$ cat config.mk
export PLATFORM = sky130hd
export DESIGN_NAME = instr_encode_flat
export DESIGN_NICKNAME = d
export VERILOG_FILES = /design/src/rtl/instr_encode_pkg.sv /design/src/rtl/instr_encode_if.sv /design/src/rtl/instr_fifo.sv /design/src/rtl/instr_encode.sv /design/src/flat_wrapper.sv
export SDC_FILE = /design/constraint.sdc
export NUM_CORES = 1
export LEC_CHECK = 0
export ABC_AREA = 0
export ABC_CLOCK_PERIOD_IN_PS = 3200
export BUFFER_PORTS_ARGS = -buffer_cell sky130_fd_sc_hd__buf_2
export CORE_MARGIN = 3
export CORE_UTILIZATION = 55
export CTS_BUF_LIST = sky130_fd_sc_hd__clkbuf_16
export DETAILED_ROUTE_END_ITERATION = 8
export GPL_TIMING_DRIVEN = 0
export PLACE_DENSITY = 0.8
export SETUP_SLACK_MARGIN = 0.4
export SYNTH_ARGS = -nofsm -noshare
export SYNTH_HDL_FRONTEND = slang
export SYNTH_SLANG_ARGS = --single-unit
export TNS_END_PERCENT = 10
$ cat constraint.sdc
create_clock -name i_clk -period 3.2 [get_ports i_clk]
set_input_delay 0.48 -clock i_clk [delete_from_list [all_inputs] [get_ports i_clk]]
set_output_delay 0.48 -clock i_clk [all_outputs]
set_load 0.1 [all_outputs]
$ cat src/rtl/instr_encode_pkg.sv
// Shared RV32I definitions: opcodes, instruction formats, NOP word and the
// format/immediate helpers used by the encoder and the core's decode path.
package rv32_pkg;

    localparam logic [6:0] OPC_LOAD   = 7'b0000011;
    localparam logic [6:0] OPC_STORE  = 7'b0100011;
    localparam logic [6:0] OPC_JAL    = 7'b1101111;
    localparam logic [6:0] OPC_JALR   = 7'b1100111;
    localparam logic [6:0] OPC_BRANCH = 7'b1100011;
    localparam logic [6:0] OPC_LUI    = 7'b0110111;
    localparam logic [6:0] OPC_AUIPC  = 7'b0010111;
    localparam logic [6:0] OPC_OPIMM  = 7'b0010011;
    localparam logic [6:0] OPC_OP     = 7'b0110011;

    localparam logic [31:0] NOP = 32'h0000_0013;

    typedef enum logic [2:0] {
        FMT_R, FMT_I, FMT_SH, FMT_S, FMT_B, FMT_U, FMT_J, FMT_BAD
    } fmt_e;

    // OP-IMM with funct3 001/101 is a shift and carries funct7 + shamt.
    function automatic fmt_e fmt_of(input logic [6:0] opcode, input logic [2:0] funct3);
        fmt_e f;
        case (opcode)
            OPC_LOAD, OPC_JALR: f = FMT_I;
            OPC_OPIMM:          f = (funct3 == 3'b001 || funct3 == 3'b101) ? FMT_SH : FMT_I;
            OPC_STORE:          f = FMT_S;
            OPC_BRANCH:         f = FMT_B;
            OPC_JAL:            f = FMT_J;
            OPC_LUI, OPC_AUIPC: f = FMT_U;
            OPC_OP:             f = FMT_R;
            default:            f = FMT_BAD;
        endcase
        return f;
    endfunction

    function automatic logic [31:0] decode_imm(input logic [31:0] instr, input fmt_e fmt);
        logic [31:0] imm;
        case (fmt)
            FMT_I:   imm = {{20{instr[31]}}, instr[31:20]};
            FMT_SH:  imm = {27'b0, instr[24:20]};
            FMT_S:   imm = {{20{instr[31]}}, instr[31:25], instr[11:7]};
            FMT_B:   imm = {{19{instr[31]}}, instr[31], instr[7], instr[30:25], instr[11:8], 1'b0};
            FMT_U:   imm = {instr[31:12], 12'b0};
            FMT_J:   imm = {{11{instr[31]}}, instr[31], instr[19:12], instr[20], instr[30:21], 1'b0};
            default: imm = 32'b0;
        endcase
        return imm;
    endfunction

endpackage

$ cat src/rtl/instr_encode_if.sv
// Request/response bundle of the instruction encoder; master is the
// requester/consumer side, slave is the encoder itself.
interface instr_encode_if #(parameter int CNT_W = 16);

    logic             i_valid;
    logic             o_ready;
    logic [6:0]       i_opcode;
    logic [4:0]       i_rd;
    logic [4:0]       i_rs1;
    logic [4:0]       i_rs2;
    logic [2:0]       i_funct3;
    logic [6:0]       i_funct7;
    logic [31:0]      i_imm;
    logic             o_valid;
    logic             i_ready;
    logic [31:0]      o_instr;
    logic             o_err;
    logic [CNT_W-1:0] o_cnt_ok;
    logic [CNT_W-1:0] o_cnt_err;

    modport master (
        output i_valid, i_opcode, i_rd, i_rs1, i_rs2, i_funct3, i_funct7, i_imm, i_ready,
        input  o_ready, o_valid, o_instr, o_err, o_cnt_ok, o_cnt_err
    );

    modport slave (
        input  i_valid, i_opcode, i_rd, i_rs1, i_rs2, i_funct3, i_funct7, i_imm, i_ready,
        output o_ready, o_valid, o_instr, o_err, o_cnt_ok, o_cnt_err
    );

endinterface

$ cat src/rtl/instr_fifo.sv
// Synchronous FIFO with a registered head word so the output holds its last
// value when empty and ready/valid come purely from registered state.
module instr_fifo #(
    parameter int DEPTH = 2,
    parameter int W     = 33
) (
    input  logic         clk,
    input  logic         rst,
    input  logic         push_valid,
    output logic         push_ready,
    input  logic [W-1:0] push_data,
    output logic         pop_valid,
    input  logic         pop_ready,
    output logic [W-1:0] pop_data
);

    localparam int PTR_W = $clog2(DEPTH);
    localparam int CW    = PTR_W + 1;

    logic [W-1:0]     mem [DEPTH];
    logic [PTR_W-1:0] wr_ptr;
    logic [PTR_W-1:0] rd_ptr;
    logic [CW-1:0]    count;
    logic [CW-1:0]    count_next;
    logic             push;
    logic             pop;

    assign push = push_valid & push_ready;
    assign pop  = pop_valid & pop_ready;

    always_comb begin
        count_next = count + CW'(push) - CW'(pop);
    end

    always_ff @(posedge clk) begin
        if (push) begin
            mem[wr_ptr] <= push_data;
        end
    end

    // The next head is the entry behind the popped one, or the incoming word
    // when it lands in a FIFO that is empty after this cycle's pop.
    always_ff @(posedge clk) begin
        if (rst) begin
            wr_ptr     <= '0;
            rd_ptr     <= '0;
            count      <= '0;
            push_ready <= 1'b0;
            pop_valid  <= 1'b0;
            pop_data   <= '0;
        end else begin
            if (push) begin
                wr_ptr <= wr_ptr + 1'b1;
            end
            if (pop) begin
                rd_ptr <= rd_ptr + 1'b1;
            end
            count      <= count_next;
            push_ready <= (count_next < CW'(DEPTH));
            pop_valid  <= (count_next != '0);
            if (pop) begin
                if (count > CW'(1)) begin
                    pop_data <= mem[rd_ptr + 1'b1];
                end else if (push) begin
                    pop_data <= push_data;
                end
            end else if (count == '0 && push) begin
                pop_data <= push_data;
            end
        end
    end

endmodule

$ cat src/rtl/instr_encode.sv
// RV32I field-to-word encoder: packs and range-checks each accepted request,
// buffers {err, word} in a FIFO and counts emitted good/bad words.
module instr_encode
    import rv32_pkg::*;
#(
    parameter int DEPTH = 2,
    parameter int CNT_W = 16
) (
    input  logic          i_clk,
    input  logic          i_rst,
    instr_encode_if.slave bus
);

    // Out-of-range immediates still pack their truncated bits; only err flags them.
    function automatic logic [32:0] pack_instr(
        input logic [6:0]  op,
        input logic [4:0]  rd,
        input logic [4:0]  rs1,
        input logic [4:0]  rs2,
        input logic [2:0]  f3,
        input logic [6:0]  f7,
        input logic [31:0] imm
    );
        logic signed [31:0] s;
        logic [31:0]        w;
        logic               e;
        s = signed'(imm);
        w = NOP;
        e = 1'b0;
        case (fmt_of(op, f3))
            FMT_R: begin
                w = {f7, rs2, rs1, f3, rd, op};
            end
            FMT_I: begin
                w = {imm[11:0], rs1, f3, rd, op};
                e = (s < -32'sd2048) || (s > 32'sd2047);
            end
            FMT_SH: begin
                w = {f7, imm[4:0], rs1, f3, rd, op};
                e = (imm[31:5] != '0) || !(f7 == 7'b0000000 || f7 == 7'b0100000);
            end
            FMT_S: begin
                w = {imm[11:5], rs2, rs1, f3, imm[4:0], op};
                e = (s < -32'sd2048) || (s > 32'sd2047);
            end
            FMT_B: begin
                w = {imm[12], imm[10:5], rs2, rs1, f3, imm[4:1], imm[11], op};
                e = (s < -32'sd4096) || (s > 32'sd4094) || imm[0];
            end
            FMT_U: begin
                w = {imm[31:12], rd, op};
                e = (imm[11:0] != '0);
            end
            FMT_J: begin
                w = {imm[20], imm[10:1], imm[11], imm[19:12], rd, op};
                e = (s < -32'sd1048576) || (s > 32'sd1048574) || imm[0];
            end
            default: begin
                w = NOP;
                e = 1'b1;
            end
        endcase
        return {e, w};
    endfunction

    logic [32:0]      enc;
    logic [32:0]      head;
    logic             out_valid;
    logic             pop;
    logic [CNT_W-1:0] cnt_ok;
    logic [CNT_W-1:0] cnt_err;

    always_comb begin
        enc = pack_instr(bus.i_opcode, bus.i_rd, bus.i_rs1, bus.i_rs2,
                         bus.i_funct3, bus.i_funct7, bus.i_imm);
    end

    instr_fifo #(.DEPTH(DEPTH), .W(33)) u_fifo (
        .clk        (i_clk),
        .rst        (i_rst),
        .push_valid (bus.i_valid),
        .push_ready (bus.o_ready),
        .push_data  (enc),
        .pop_valid  (out_valid),
        .pop_ready  (bus.i_ready),
        .pop_data   (head)
    );

    assign pop         = out_valid & bus.i_ready;
    assign bus.o_valid = out_valid;
    assign bus.o_err   = head[32];
    assign bus.o_instr = head[31:0];

    always_ff @(posedge i_clk) begin
        if (i_rst) begin
            cnt_ok  <= '0;
            cnt_err <= '0;
        end else if (pop) begin
            if (head[32]) begin
                if (cnt_err != '1) begin
                    cnt_err <= cnt_err + 1'b1;
                end
            end else if (cnt_ok != '1) begin
                cnt_ok <= cnt_ok + 1'b1;
            end
        end
    end

    assign bus.o_cnt_ok  = cnt_ok;
    assign bus.o_cnt_err = cnt_err;

endmodule

$ cat src/flat_wrapper.sv
// flat-port wrapper written by rule: the top's interface ports become plain ports
module instr_encode_flat import rv32_pkg::*;
#(
    parameter int DEPTH = 2,
    parameter int CNT_W = 16
)
  (i_clk, i_rst, bus_i_valid, bus_i_opcode, bus_i_rd, bus_i_rs1, bus_i_rs2, bus_i_funct3, bus_i_funct7, bus_i_imm, bus_i_ready, bus_o_ready, bus_o_valid, bus_o_instr, bus_o_err, bus_o_cnt_ok, bus_o_cnt_err);
  instr_encode_if #(.CNT_W(CNT_W)) bus_i ();
  input  logic i_clk;
  input  logic i_rst;
  input wire logic [$bits(bus_i.i_valid)-1:0] bus_i_valid;
  input wire logic [$bits(bus_i.i_opcode)-1:0] bus_i_opcode;
  input wire logic [$bits(bus_i.i_rd)-1:0] bus_i_rd;
  input wire logic [$bits(bus_i.i_rs1)-1:0] bus_i_rs1;
  input wire logic [$bits(bus_i.i_rs2)-1:0] bus_i_rs2;
  input wire logic [$bits(bus_i.i_funct3)-1:0] bus_i_funct3;
  input wire logic [$bits(bus_i.i_funct7)-1:0] bus_i_funct7;
  input wire logic [$bits(bus_i.i_imm)-1:0] bus_i_imm;
  input wire logic [$bits(bus_i.i_ready)-1:0] bus_i_ready;
  output wire logic [$bits(bus_i.o_ready)-1:0] bus_o_ready;
  output wire logic [$bits(bus_i.o_valid)-1:0] bus_o_valid;
  output wire logic [$bits(bus_i.o_instr)-1:0] bus_o_instr;
  output wire logic [$bits(bus_i.o_err)-1:0] bus_o_err;
  output wire logic [$bits(bus_i.o_cnt_ok)-1:0] bus_o_cnt_ok;
  output wire logic [$bits(bus_i.o_cnt_err)-1:0] bus_o_cnt_err;
  assign bus_i.i_valid = bus_i_valid;
  assign bus_i.i_opcode = bus_i_opcode;
  assign bus_i.i_rd = bus_i_rd;
  assign bus_i.i_rs1 = bus_i_rs1;
  assign bus_i.i_rs2 = bus_i_rs2;
  assign bus_i.i_funct3 = bus_i_funct3;
  assign bus_i.i_funct7 = bus_i_funct7;
  assign bus_i.i_imm = bus_i_imm;
  assign bus_i.i_ready = bus_i_ready;
  assign bus_o_ready = bus_i.o_ready;
  assign bus_o_valid = bus_i.o_valid;
  assign bus_o_instr = bus_i.o_instr;
  assign bus_o_err = bus_i.o_err;
  assign bus_o_cnt_ok = bus_i.o_cnt_ok;
  assign bus_o_cnt_err = bus_i.o_cnt_err;
  instr_encode #(.DEPTH(DEPTH), .CNT_W(CNT_W)) u_core (.i_clk(i_clk), .i_rst(i_rst), .bus(bus_i));
endmodule
Yosys cells after proc, flatten, opt, wreduce, memory -nomap -nowiden
Memories as Yosys holds them, arrays and structs flattened.
Index checks and enable logic that the tools add are counted.
{"block": "op_classes", "muxes": 10, "eq_ne": 21, "bitwise_logic": 3, "reduce_logical": 23, "n_addsub": 6, "magnitude_cmp": 8}
{"operator": "one-hot mux 32 bit (7 select lines)", "n": 1}
{"operator": "two-way mux 33 bit", "n": 4}
{"operator": "adder 16 x 1 -> 16 bit, second input constant", "n": 2}
{"operator": "greater-than comparator 32 x 12 -> 1 bit, second input constant", "n": 1}
{"operator": "greater-than comparator 32 x 13 -> 1 bit, second input constant", "n": 1}
{"operator": "greater-than comparator 32 x 21 -> 1 bit, second input constant", "n": 1}
{"operator": "less-than comparator 32 x 12 -> 1 bit, second input constant", "n": 1}
{"operator": "less-than comparator 32 x 13 -> 1 bit, second input constant", "n": 1}
{"operator": "less-than comparator 32 x 21 -> 1 bit, second input constant", "n": 1}
{"operator": "inequality test 16 bit, second input constant", "n": 2}
{"operator": "equality test 7 x 6 -> 1 bit, second input constant", "n": 4}
{"operator": "nonzero test 27 bit", "n": 1}
{"operator": "equality test 7 bit, second input constant", "n": 3}
{"operator": "one-hot mux 3 bit (7 select lines)", "n": 1}
{"operator": "equality test 7 x 5 -> 1 bit, second input constant", "n": 2}
{"operator": "equality test 3 bit, second input constant", "n": 4}
{"operator": "nonzero test 12 bit", "n": 1}
{"operator": "logical OR 1 bit", "n": 8}
{"operator": "equality test 7 x 2 -> 1 bit, second input constant", "n": 1}
{"operator": "logical NOT 7 bit", "n": 1}
{"operator": "equality test 3 x 1 -> 1 bit, second input constant", "n": 2}
{"operator": "equality test 3 x 2 -> 1 bit, second input constant", "n": 2}
{"operator": "one-hot mux 1 bit (6 select lines)", "n": 1}
{"operator": "AND reduction 3 bit", "n": 2}
{"operator": "17 further kinds", "n": 23}
{"block": "word_totals", "memories": 1, "out_inout_bits": 67, "in_bits": 68, "reg_bits": 71, "wordCells": 80, "ramBits": 66}
{"name": "u_core.u_fifo.mem", "depth": 2, "word_bits": 33, "read_ports": 1, "rd_ports_with_merged_regs": 0, "write_ports": 1, "line": "instr_fifo.sv:20", "rtl": "logic [W-1:0] mem [DEPTH];"}

Logic depth before layout (Yosys ltp)
Gate-level depths: netlist of the first run.
{"block": "depth", "word_depth": 10, "depth_mapped": 9}

By module
From an unflattened synthesis of the first run, not the netlist that was laid out.
{"block": "unflattened", "cells_unflattened": 611, "hier_area_um2": 6824.0}
{"mod": "instr_fifo", "seq_area_each_um2": 2762.6, "n_inst": 1, "cells_per_inst": 279, "area_each_um2": 4252.8}
{"mod": "instr_encode", "seq_area_each_um2": 640.6, "n_inst": 1, "cells_per_inst": 332, "area_each_um2": 2571.2}

Worst setup path after synthesis of the first run
Ideal clock, no wire load.
{"block": "synth_timing", "kind": "flip-flop to flip-flop", "startpoint": "register u_core.u_fifo.push_ready", "endpoint": "memory u_core.u_fifo.mem[0][0] (enable)", "required_time_ps": 2777, "setup_slack_ps": 62, "t_arrival_ps": 2715, "path_stages_with_launch": 4, "path_cell_list": "dfxtp_1 -> and2_1 -> inv_1 -> nor2_1"}
{"block": "synth_via", "elab_chain_len": 3}
{"element": "start, declared", "line": "instr_fifo.sv:10", "rtl": "output logic push_ready,"}
{"element": "start signal, assigned", "line": "instr_fifo.sv:59", "rtl": "push_ready <= (count_next < CW'(DEPTH));"}
{"element": "AND 1 bit", "line": "instr_fifo.sv:28", "rtl": "assign push = push_valid & push_ready;"}
{"element": "two-way mux 1 bit", "line": "instr_fifo.sv:36", "rtl": "if (push) begin"}
{"element": "two-way mux 1 bit (not written as such)", "line": "instr_fifo.sv:37", "rtl": "mem[wr_ptr] <= push_data;"}
{"element": "end, declared", "line": "instr_fifo.sv:20"}
Every way passes these cells.

Worst setup path after layout of the first run
{"block": "layout_timing", "startpoint": "input bus_i_opcode[1]", "endpoint": "memory u_core.u_fifo.mem[0][24], data pin"}
{"block": "layout_via", "elab_chain_len": 5, "elab_cells_between_ends": 20}
{"element": "start, declared", "line": "flat_wrapper.sv:12", "rtl": "input wire logic [$bits(bus_i.i_opcode)-1:0] bus_i_opcode;"}
{"element": "equality test 7 x 6 -> 1 bit, or another cell as far along", "line": "instr_encode_pkg.sv:24", "rtl": "case (opcode)"}
{"element": "OR reduction 2 bit", "line": "instr_encode_pkg.sv:24"}
{"element": "one-hot mux 3 bit (7 select lines) *", "line": "instr_encode_pkg.sv:24"}
{"element": "equality test 3 bit, or another cell as far along", "line": "instr_encode.sv:30", "rtl": "case (fmt_of(op, f3))"}
{"element": "one-hot mux 32 bit (7 select lines) *", "line": "instr_encode.sv:30"}
{"element": "named net u_core.enc[24]", "line": "instr_encode.sv:66", "rtl": "logic [32:0] enc;"}
The timed path passes the listed nets; every way through them passes the cells marked *.

==> results of run 1 <==
[how the worst min path moves through the flow]
stage / start / end / cells after the start
after CTS: bus_i_funct3[2] / u_core.u_fifo.mem[1][14] / 2
after global routing: bus_i_rs1[1] / u_core.u_fifo.mem[0][16] / 2
final: bus_i_rs1[0] / u_core.u_fifo.mem[1][15] / 2
after global placement: u_core.u_fifo.pop_data[10] / u_core.u_fifo.pop_data[10] / 2
after floorplan: u_core.u_fifo.wr_ptr / u_core.u_fifo.wr_ptr / 2
after detailed placement: u_core.u_fifo.pop_data[10] / u_core.u_fifo.pop_data[10] / 2
[stage by stage]
step	utilization [%]	cell area [um2]	cells
2_1_floorplan	-	6379	613
5_1_grt	70.51	7811	919
3_3_place_gp	65.17	7219	886
3_5_place_dp	65.41	7246	887
6_report	70.51	7811	919
4_1_cts	70.51	7811	919
[worst register-to-register path: stages, from the launching register on]
cell	delay [ns]
dfxtp_1	0.38
ha_1	0.20
nand2_1	0.10
or3_1	0.45
o21ai_1	0.40
buf_2	0.32
nor2_1	0.10
xnor2_1	0.17
nor2_1	0.07
[logic make-up after synthesis]
kind of cell,after synthesis
xor gates and xnor gates,33
DFF,137
AOI/OAI and AO/OA,133
buffers and inverters,44
adders and majority gates,4
other,1
muxes,35
and+or+nand+nor,223
[cell usage in the layout, fill, tap and decap left out, drive strengths merged, types with 5 or more instances in the layout]
master	instances
xnor2	19
dfxtp	71
mux2i	31
clkbuf	39
edfxtp	66
clkinvlp	5
and2	5
and3	11
buf	144
nand3	17
xor2	14
inv	19
o21ai	16
nor3	28
nor2	61
nand2	47
a22o	15
a22oi	9
or3	7
nand4	15
nor4	9
a21oi	39
o211ai	9
o22ai	6
a221o	15
nor2b	7
[power groups by stage]
| stage | Combinational [mW] | Sequential, mW | Clock (mW) |
|---|---|---|---|
| global route | 1.64 | 2.16 | 1.96 |
| detailed placement | 1.53 | 2.18 | 0 |
| floorplan | 0.639 | 2.65 | 0 |
| global placement | 1.48 | 2.17 | 0 |
| finish | 1.55 | 2.14 | 1.88 |
| CTS | 1.54 | 2.14 | 1.89 |
[flip-flops by register name (all words and copies together), names as in the netlist]
name and cells:
u_core.u_fifo.mem 66, u_core.u_fifo.pop_data 33, u_core.bus.o_cnt_err 16, u_core.bus.o_cnt_ok 16, u_core.u_fifo.count 2, u_core.u_fifo.pop_valid 1
u_core.u_fifo.push_ready 1, u_core.u_fifo.rd_ptr 1, u_core.u_fifo.wr_ptr 1
[routing by layer]
metal  up-vias  part of all wire, %
li1       2609                    -
met3        33                  8.7
met1      2670                   39
met5         -                    0
met4         0                  2.6
met2       296                   49
[layout make-up]
cell class                      count  area [um2]
Buffer                             32       133.9
Clock buffer                       17       425.4
Clock inverter                     15       140.1
Fill cell                         817        3267
Inverter                           12       45.04
Multi-Input combinational cell    432        2803
Sequential cell                   137        3403
Tap cell                          140       175.2
Timing Repair Buffer              134       685.7
==> flow_metrics.tcl, run 1 <==
set metrics [dict create \
    outcome "completed" \
    busiest_layer "met2" \
    cts_setup_buffers 0 \
    cp.depth 8 \
    dieHeight_um 113.6 \
    synth_top_area_share_pct 31.14 \
    drtIter0Drc 507 \
    syn_avg_cell_area_um2 10.43 \
    synth-edff-count 66 \
    die_w_um 113.6 \
    p_per_area_mw_per_mm2 713.2 \
    clock-root-buffer "clkbuf_16" \
    reg2regPathDepth 8 \
    placementRows 38 \
    drcViolationCount 0 \
    use_met1_pct 34.69 \
    cts_resized 0 \
    ys_ff_latch 137 \
    leakagePower_nw 3.020 \
    crit_start "bus_i_opcode[1]" \
    ff2ff_setup_slack_ns 0.88 \
    r2r-start "u_core.bus.o_cnt_ok[0]" \
    grt_pass1_vias 5510 \
    period_minus_slack_ns 2.509 \
    holdWs_ns 0.3999 \
    path_cells "buf_2, nand2_1, nor4_2, or2_1, buf_6, o31ai_2, a222oi_1, inv_1" \
    grt_pass1_wl_mm 27.75 \
    gp_congestion 0.9580 \
    crit_path_end_kind "register" \
    area.growth.synth_to_final_pct 22.72 \
    grt.total_usage_pct 27.72 \
    clk_path_buf_depth 2 \
    clock_skew_ns 0.006594 \
    antenna_cells 0 \
    vias 5608 \
    required_ns 3.35 \
    grt-ovfl-total 0 \
    met2_usage_pct 45.94 \
    timing_worst_setup_path_type "input pin to register" \
    synthMuxAreaShare_pct 5.583 \
    hpwl_mm 12.40 \
    finalSetupViolCount 0 \
    crit_path_end "u_core.u_fifo.mem[0][24]" \
    drive_gt1_share_pct 24.26 \
    synth_top_family_by_area "simple AND/OR/NAND/NOR gates" \
    yosysSeqAreaShare_pct 53.47 \
    syn_area_mm2 0.006365 \
    cts_tree "yes" \
    clock.fmax_mhz 398.6 \
    arrival_ns 2.66 \
    cts_hold_buf 0 \
    htree_num_levels 4 \
    worstPathMaxFanout 8 \
    synth_most_common_cell "dfxtp_1" \
    synth_fa_ha_area_share_pct 0.7863 \
    critPathBufInv 3 \
    seqPwrFrac_pct 38.5 \
    antenna_left 0 \
    slew_violations 0 \
    cts.sink_count 137 \
    clock_latency_ns 0.42 \
    io_pins 135 \
    slew-limit-headroom_pct 41.76 \
    worst_slew_pin_slew_ns 0.8736 \
    power_frac_clock_pct 33.7 \
    met3_usage_pct 6.472 \
    clkTransAtPathRegs_ns 0.06 \
    synth_compound_area_share_pct 14.94 \
    cts-buffers-inserted 17 \
    critPathTopFamily "simple AND/OR/NAND/NOR gates" \
    yosysTopAreaCell "edfxtp_1" \
    synth_cells 610 \
    grt_max_degree 34 \
    nets 838 \
    synth-simple-area-share_pct 17.81 \
    synthFlopType "dfxtp_1" \
    switching_share_pct 37.10 \
    routed_wl_mm 17.56 \
    r2r_end "u_core.bus.o_cnt_ok[3]" \
    hold_viol 0 \
    ys_warn_count 0 \
    fin_crit_sh_pct 78.39 \
    hp-class "input pin to register" \
    synth_async_sr_flop_share_pct 0 \
    initial_core_util_pct 57.45 \
    antenna_found_initial 0 \
    fin_ws_ns 0.6914 \
    switchingPower_mw 2.067 \
    pre_cts_slack_ns 0.3496 \
    synth-xor-area-share_pct 4.541 \
    cap_violations 0 \
    dr.pass1.iters 9 \
    critPathLaunchType "input pin" \
    slowest_stage "nor4_2" \
    finalSetupTns_ns 0 \
    core_area_mm2 0.01108 \
    yosysUniqueCellTypes 61 \
    peakVddDrop_mv 0.6619 \
    p_int_mw 3.504 \
    p_comb_share_pct 27.8 \
    vias_per_cell 6.102 \
    rsz0062_at_grt "no" \
    finalPower_mw 5.571 \
    wl_per_cell_um 19.10 \
    synthTopCellsByArea "edfxtp_1, dfxtp_1, mux2i_1" \
    io_buffers 133 \
    die_area_mm2 0.01290 \
    slowest_delay_ns 0.63 \
    synth.top_cells.by_count "dfxtp_1, edfxtp_1, nor2_1, nand2_1, a21oi_1" \
]
No activity file was read; power rests on OpenSTA's default activity.
==> inputs of run 2 (changes only) <==
--- a/config.mk
+++ b/config.mk
@@ -6,14 +6,14 @@
 export NUM_CORES = 1
 export LEC_CHECK = 0
 export ABC_AREA = 0
-export ABC_CLOCK_PERIOD_IN_PS = 3200
+export ABC_CLOCK_PERIOD_IN_PS = 2100
 export BUFFER_PORTS_ARGS = -buffer_cell sky130_fd_sc_hd__buf_2
 export CORE_MARGIN = 3
-export CORE_UTILIZATION = 55
+export CORE_UTILIZATION = 49
 export CTS_BUF_LIST = sky130_fd_sc_hd__clkbuf_16
 export DETAILED_ROUTE_END_ITERATION = 8
 export GPL_TIMING_DRIVEN = 0
-export PLACE_DENSITY = 0.8
+export PLACE_DENSITY = 0.76
 export SETUP_SLACK_MARGIN = 0.4
 export SYNTH_ARGS = -nofsm -noshare
 export SYNTH_HDL_FRONTEND = slang
==> constraint.sdc (replaced) <==
create_clock -name i_clk -period 2.1 [get_ports i_clk]
set_input_delay 0.315 -clock i_clk [delete_from_list [all_inputs] [get_ports i_clk]]
set_output_delay 0.315 -clock i_clk [all_outputs]
set_load 0.1 [all_outputs]
==> run 2 against run 1 <==
Cell count grew 6.3%. Non-clock buffer count grew 25. Highest routed layer unchanged. Sequential power grew 53%. Largest power group unchanged. Setup slack lost 0.41 ns.
==> flow_metrics.tcl, run 2 (synthesis gave the netlist of run 1 again) <==
set metrics [dict create \
    rsz0062_at_grt "yes" \
    antenna_left 0 \
    clock_latency_ns 0.41 \
    peakVddDrop_mv 0.6312 \
    clk_path_buf_depth 2 \
    fin_crit_sh_pct 86.74 \
    nets 863 \
    crit_path_end_kind "register" \
    final_cell_mix "buf_2, edfxtp_1, nor2_1, nand2_1, a21oi_1" \
    cap_violations 0 \
    grt.total_usage_pct 25.27 \
    die_area_mm2 0.01439 \
    period_minus_slack_ns 1.822 \
    io_buffers 133 \
    hpwl_mm 12.73 \
    critPathLaunchType "register" \
    routed_wl_mm 18.09 \
    num-fill-cells 1005 \
    grt_pass1_wl_mm 28.68 \
    initial_core_util_pct 50.23 \
    grt-ovfl-total 0 \
    outcome "completed" \
    place_area_mm2 0.007416 \
    gp_congestion 0.9703 \
    fin_cells 977 \
    cts-buffers-inserted 17 \
    wl_per_cell_um 18.51 \
    finalPower_mw 8.709 \
    worst_slew_pin_slew_ns 1.060 \
    timing_worst_setup_path_type "register to register" \
    dr.pass1.iters 6 \
    clkTransAtPathRegs_ns 0.06 \
    area.growth.synth_to_final_pct 32.06 \
    io_pins 135 \
    slew_violations 0 \
    largest_register_ffs 66 \
    drtIter0Drc 620 \
    drive_gt1_share_pct 35.70 \
    worstPathMaxFanout 7 \
    largestRegisters "u_core.u_fifo.mem: 66 flops, u_core.u_fifo.pop_data: 33 flops" \
    mostFrequentLayoutCell "buf_2" \
    hold_depth 2 \
    hp-class "input pin to register" \
    cts.sink_count 137 \
    p_per_area_mw_per_mm2 1036 \
    finalSetupTns_ns 0 \
    r2r_end "u_core.u_fifo.pop_valid" \
    cts_hold_buf 0 \
    leakagePower_nw 3.270 \
    clock_skew_ns 0.006163 \
    r2r-start "u_core.u_fifo.pop_valid" \
    arrival_ns 2.12 \
    clock-root-buffer "clkbuf_16" \
    min_to "u_core.u_fifo.mem[0][15]" \
    finalSetupViolCount 0 \
    hold_start "bus_i_rs1[0]" \
    reg2regPathDepth 9 \
    antenna_found_initial 0 \
    required_ns 2.40 \
    clock.fmax_mhz 549.0 \
    ff2ff_setup_slack_ns 0.28 \
    dp_cells 918 \
    grt_max_degree 34 \
    vias 5757 \
    regMostFlops "u_core.u_fifo.mem" \
    slew-limit-headroom_pct 29.17 \
    cts_tree "yes" \
    vias_per_cell 5.893 \
    die_w_um 120.0 \
    placementRows 41 \
    grt_pass1_vias 5574 \
    hold_viol 0 \
    final_area_mm2 0.008406 \
    dieHeight_um 120.0 \
    htree_num_levels 4 \
    drcViolationCount 0 \
    core_area_mm2 0.01267 \
]
-- run 2: changes by cell type in the layout (fill, tap and decap cells not counted), sizes merged --
cell / delta
diode: +1
clkinv: +5
buf: +24
clkinvlp: -1
inv: -6
clkbuf: +3
-- run 2: worst max path at each step --
stage,startpoint,end,depth (start not counted)
2_1_floorplan,bus_i_opcode[3],u_core.u_fifo.mem[0][21],7
3_3_place_gp,bus_i_opcode[1],u_core.u_fifo.mem[0][24],8
3_5_place_dp,bus_i_opcode[1],u_core.u_fifo.mem[1][24],8
4_1_cts,u_core.u_fifo.pop_valid,u_core.u_fifo.pop_valid,9
5_1_grt,u_core.u_fifo.pop_valid,u_core.u_fifo.pop_valid,9
6_report,u_core.u_fifo.pop_valid,u_core.u_fifo.pop_valid,9
-- run 2: per-layer routing --
metal / vias to the layer above / global-route usage [%] / share of wire [%]
li1: 2666 / - / -
met2: 278 / 41.87 / 49
met1: 2767 / 32.28 / 40
met4: 0 / 9.234 / 2.6
met5: - / 0 / 0
met3: 46 / 5.985 / 8.4
-- run 2: layout make-up --
cell class | instances | area [um2] | area share [%]
Antenna cell | 1 | 2.502 | 0.02977
Buffer | 32 | 206.4 | 2.456
Clock buffer | 19 | 475.5 | 5.656
Clock inverter | 13 | 97.59 | 1.161
Inverter | 12 | 47.55 | 0.5656
Multi-Input combinational cell | 432 | 2998 | 35.67
Sequential cell | 137 | 3468 | 41.26
Tap cell | 172 | 215.2 | 2.560
Timing Repair Buffer | 159 | 894.6 | 10.64
-- run 2: critical path, cell delays in order (launching register included) --
cell,delay (ns)
dfxtp_4,0.34
and2_4,0.13
clkbuf_16,0.15
ha_4,0.26
inv_2,0.04
ha_4,0.15
xor2_2,0.15
xnor2_2,0.20
nor2_2,0.07
or2_4,0.23
-- run 2: per-stage QoR --
| stage | utilization [%] | setup WS, ns | hold slack (ns) |
|---|---|---|---|
| 4_1_cts | 65.18 | 0.2756 | 0.2436 |
| 6_report | 66.34 | 0.2784 | 0.2522 |
| 5_1_grt | 66.32 | 0.1933 | 0.2517 |
| 2_1_floorplan | - | 0.1740 | 0.4935 |
| 3_3_place_gp | 58.52 | -0.4131 | 0.4422 |
| 3_5_place_dp | 58.53 | -0.4482 | 0.4473 |
-- run 2: what timing repair did --
action,in CTS,in global routing
buffers inserted,22,3
gates resized for setup,35,29
setup endpoints to repair,113,125
cloned,0,1
pin swaps,17,14
-- run 2: report_power, final --
group	internal, mW	switching, mW
clock network	1.75	1.11
registers	3.13	0.154
logic	0.736	1.84
total	5.61	3.10
==> inputs of run 3 (changes only) <==
--- a/config.mk
+++ b/config.mk
@@ -7,13 +7,14 @@
 export LEC_CHECK = 0
 export ABC_AREA = 0
 export ABC_CLOCK_PERIOD_IN_PS = 2100
-export BUFFER_PORTS_ARGS = -buffer_cell sky130_fd_sc_hd__buf_2
 export CORE_MARGIN = 3
-export CORE_UTILIZATION = 49
+export CORE_UTILIZATION = 57
 export CTS_BUF_LIST = sky130_fd_sc_hd__clkbuf_16
 export DETAILED_ROUTE_END_ITERATION = 8
+export DONT_BUFFER_PORTS = 1
 export GPL_TIMING_DRIVEN = 0
-export PLACE_DENSITY = 0.76
+export MAX_ROUTING_LAYER = met4
+export PLACE_DENSITY = 0.75
 export SETUP_SLACK_MARGIN = 0.4
 export SYNTH_ARGS = -nofsm -noshare
 export SYNTH_HDL_FRONTEND = slang
==> run 3 against run 2 <==
Sequential cell count unchanged. First-iteration DRC count shrank 15%. Combinational power shrank 19%. Core utilization is 10 points higher. Critical path type unchanged. Critical path depth unchanged. Sequential share of layout area up 2.5 points. Cell count down 18%.
==> flow_metrics.tcl, run 3 (synthesis gave the netlist of run 1 again) <==
set metrics [dict create \
    outcome "completed" \
    drtIter0Drc 526 \
    hold_viol 0 \
    io_buffers 0 \
    die_area_mm2 0.01247 \
    clock_latency_ns 0.42 \
    rsz0062_at_grt "yes" \
    crit_path_end_kind "register" \
    cts-buffers-inserted 17 \
    r2r_end "u_core.u_fifo.pop_valid" \
    wl_per_cell_um 22.20 \
    place_area_mm2 0.006705 \
    seq_area_mm2 0.003557 \
    antenna_found_initial 0 \
    vias 5191 \
    fin_crit_sh_pct 98.92 \
    min_to "u_core.u_fifo.mem[0][13]" \
    ff2ff_setup_slack_ns 0.02 \
    critPathTopFamily "simple AND/OR/NAND/NOR gates" \
    initial_core_util_pct 60.04 \
    worstPathMaxFanout 3 \
    dieHeight_um 111.7 \
    worst_slew_pin_slew_ns 1.041 \
    finalPower_mw 9.260 \
    grt.total_usage_pct 28.01 \
    hold_depth 1 \
    r2r-start "u_core.u_fifo.push_ready" \
    drcViolationCount 0 \
    routed_wl_mm 17.87 \
    hpwl_mm 11.82 \
    critPathBufInv 2 \
    htree_num_levels 4 \
    area.growth.synth_to_final_pct 27.70 \
    hp-class "input pin to register" \
    num-fill-cells 660 \
    timing_worst_setup_path_type "register to register" \
    largest_register_ffs 66 \
    final_cell_mix "edfxtp_1, nor2_1, nand2_1, dfxtp_2, mux2i_1" \
    antenna_left 0 \
    dr.pass1.iters 5 \
    io_pins 135 \
    cts_tree "yes" \
    finalSetupViolCount 0 \
    arrival_ns 2.38 \
    core_area_mm2 0.01060 \
    clock_skew_ns 0.009475 \
    grt_pass1_vias 5128 \
    final_util_pct 76.67 \
    cts.sink_count 137 \
    holdWs_ns 0.1195 \
    drive_gt1_share_pct 33.48 \
    nets 728 \
    clkTransAtPathRegs_ns 0.06 \
    peakVddDrop_mv 0.5741 \
    placementRows 37 \
    period_minus_slack_ns 2.077 \
    slew_violations 0 \
    required_ns 2.40 \
    clock-root-buffer "clkbuf_16" \
    final_area_mm2 0.008128 \
    die_w_um 111.7 \
    slowest_delay_ns 0.53 \
    antenna_cells 0 \
    crit_path_frequent_cell "ha_4" \
    cap_violations 0 \
    slew-limit-headroom_pct 30.56 \
    p_per_area_mw_per_mm2 1139 \
    slowest_stage "dfxtp_4" \
    critPathLaunchType "register" \
    largestRegisters "u_core.u_fifo.mem: 66 flops, u_core.u_fifo.pop_data: 33 flops" \
    regMostFlops "u_core.u_fifo.mem" \
    clk_path_buf_depth 2 \
    cts_hold_buf 0 \
    multi_input_area_mm2 0.003254 \
    mostFrequentLayoutCell "edfxtp_1" \
    clock.fmax_mhz 481.4 \
    vias_per_cell 6.448 \
    hold_start "bus_i_imm[13]" \
    grt-ovfl-total 0 \
    leakagePower_nw 2.769 \
    gp_congestion 0.9339 \
    path_cells "and2_4, inv_6, ha_4, inv_2, ha_4, xor2_4, xnor2_2, nor2_2, or2_4" \
    grt_pass1_wl_mm 26.68 \
    grt_max_degree 34 \
    reg2regPathDepth 9 \
]
[run 3: cell count changes in the layout (fill, tap and decap cells not counted), moves of 6 or more]
cell / change
a21oi_1: -13
a21oi_2: +12
buf_2: -130
buf_4: -6
clkbuf_2: -7
dfxtp_1: -33
dfxtp_2: +14
dfxtp_4: +19
[run 3: worst max path at each step]
stage                                   startpoint                       end  slack, ns  depth (start not counted)
after floorplan                    bus_i_opcode[3]  u_core.u_fifo.mem[0][21]       0.17                          7
after global placement             bus_i_opcode[1]  u_core.u_fifo.mem[0][21]      -0.38                          7
after detailed placement           bus_i_opcode[1]  u_core.u_fifo.mem[1][21]      -0.46                          7
after CTS                 u_core.u_fifo.push_ready   u_core.u_fifo.pop_valid       0.08                          9
after global routing       u_core.u_fifo.pop_valid   u_core.bus.o_cnt_err[7]      -0.05                          8
final                     u_core.u_fifo.push_ready   u_core.u_fifo.pop_valid       0.02                          9
[run 3: per-stage QoR]
step	cells	setup TNS, ns	setup slack [ns]
floorplan	613	0	0.1740
global placement	749	-13.23	-0.3813
detailed placement	749	-7.488	-0.4562
CTS	798	0	0.07578
global route	805	-0.1565	-0.05307
finish	805	0	0.02277
[run 3: area by class of cell]
class                           instances  share of cell area [%]
Buffer                                 32                   3.310
Multi-Input combinational cell        433                   40.04
Clock buffer                           17                   5.234
Sequential cell                       137                   43.77
Clock inverter                         15                   2.294
Tap cell                              136                   2.094
Timing Repair Buffer                   23                   2.648
Inverter                               12                  0.6158
[run 3: worst reg2reg max path, cell delays in order, from the launching register on]
cell and delay [ns]:
dfxtp_4 0.53, and2_4 0.24, inv_6 0.05, ha_4 0.25
inv_2 0.04, ha_4 0.17, xor2_4 0.15, xnor2_2 0.21
nor2_2 0.07, or2_4 0.24
[run 3: routing by layer]
layer	vias up	routed length [um]	GRT usage [%]
met1	2518	7001	33.50
li1	2394	-	-
met5	-	0	-
met3	29	1686	9.565
met2	250	8824	44.80
met4	0	354	8.840
[run 3: where the power goes]
group	leakage, nW	total, mW	internal (mW)	switching, mW
Combinational	1.25	2.09	0.951	1.14
Clock	0.308	3.07	1.97	1.10
Sequential	1.21	4.10	3.12	0.985
[run 3: timing repair]
action                                  in CTS  in global routing
setup buffers                               17                  6
resized for setup                           53                150
gates cloned                                 0                  1
pin swaps                                   17                 92
endpoints found under the setup margin     174                188
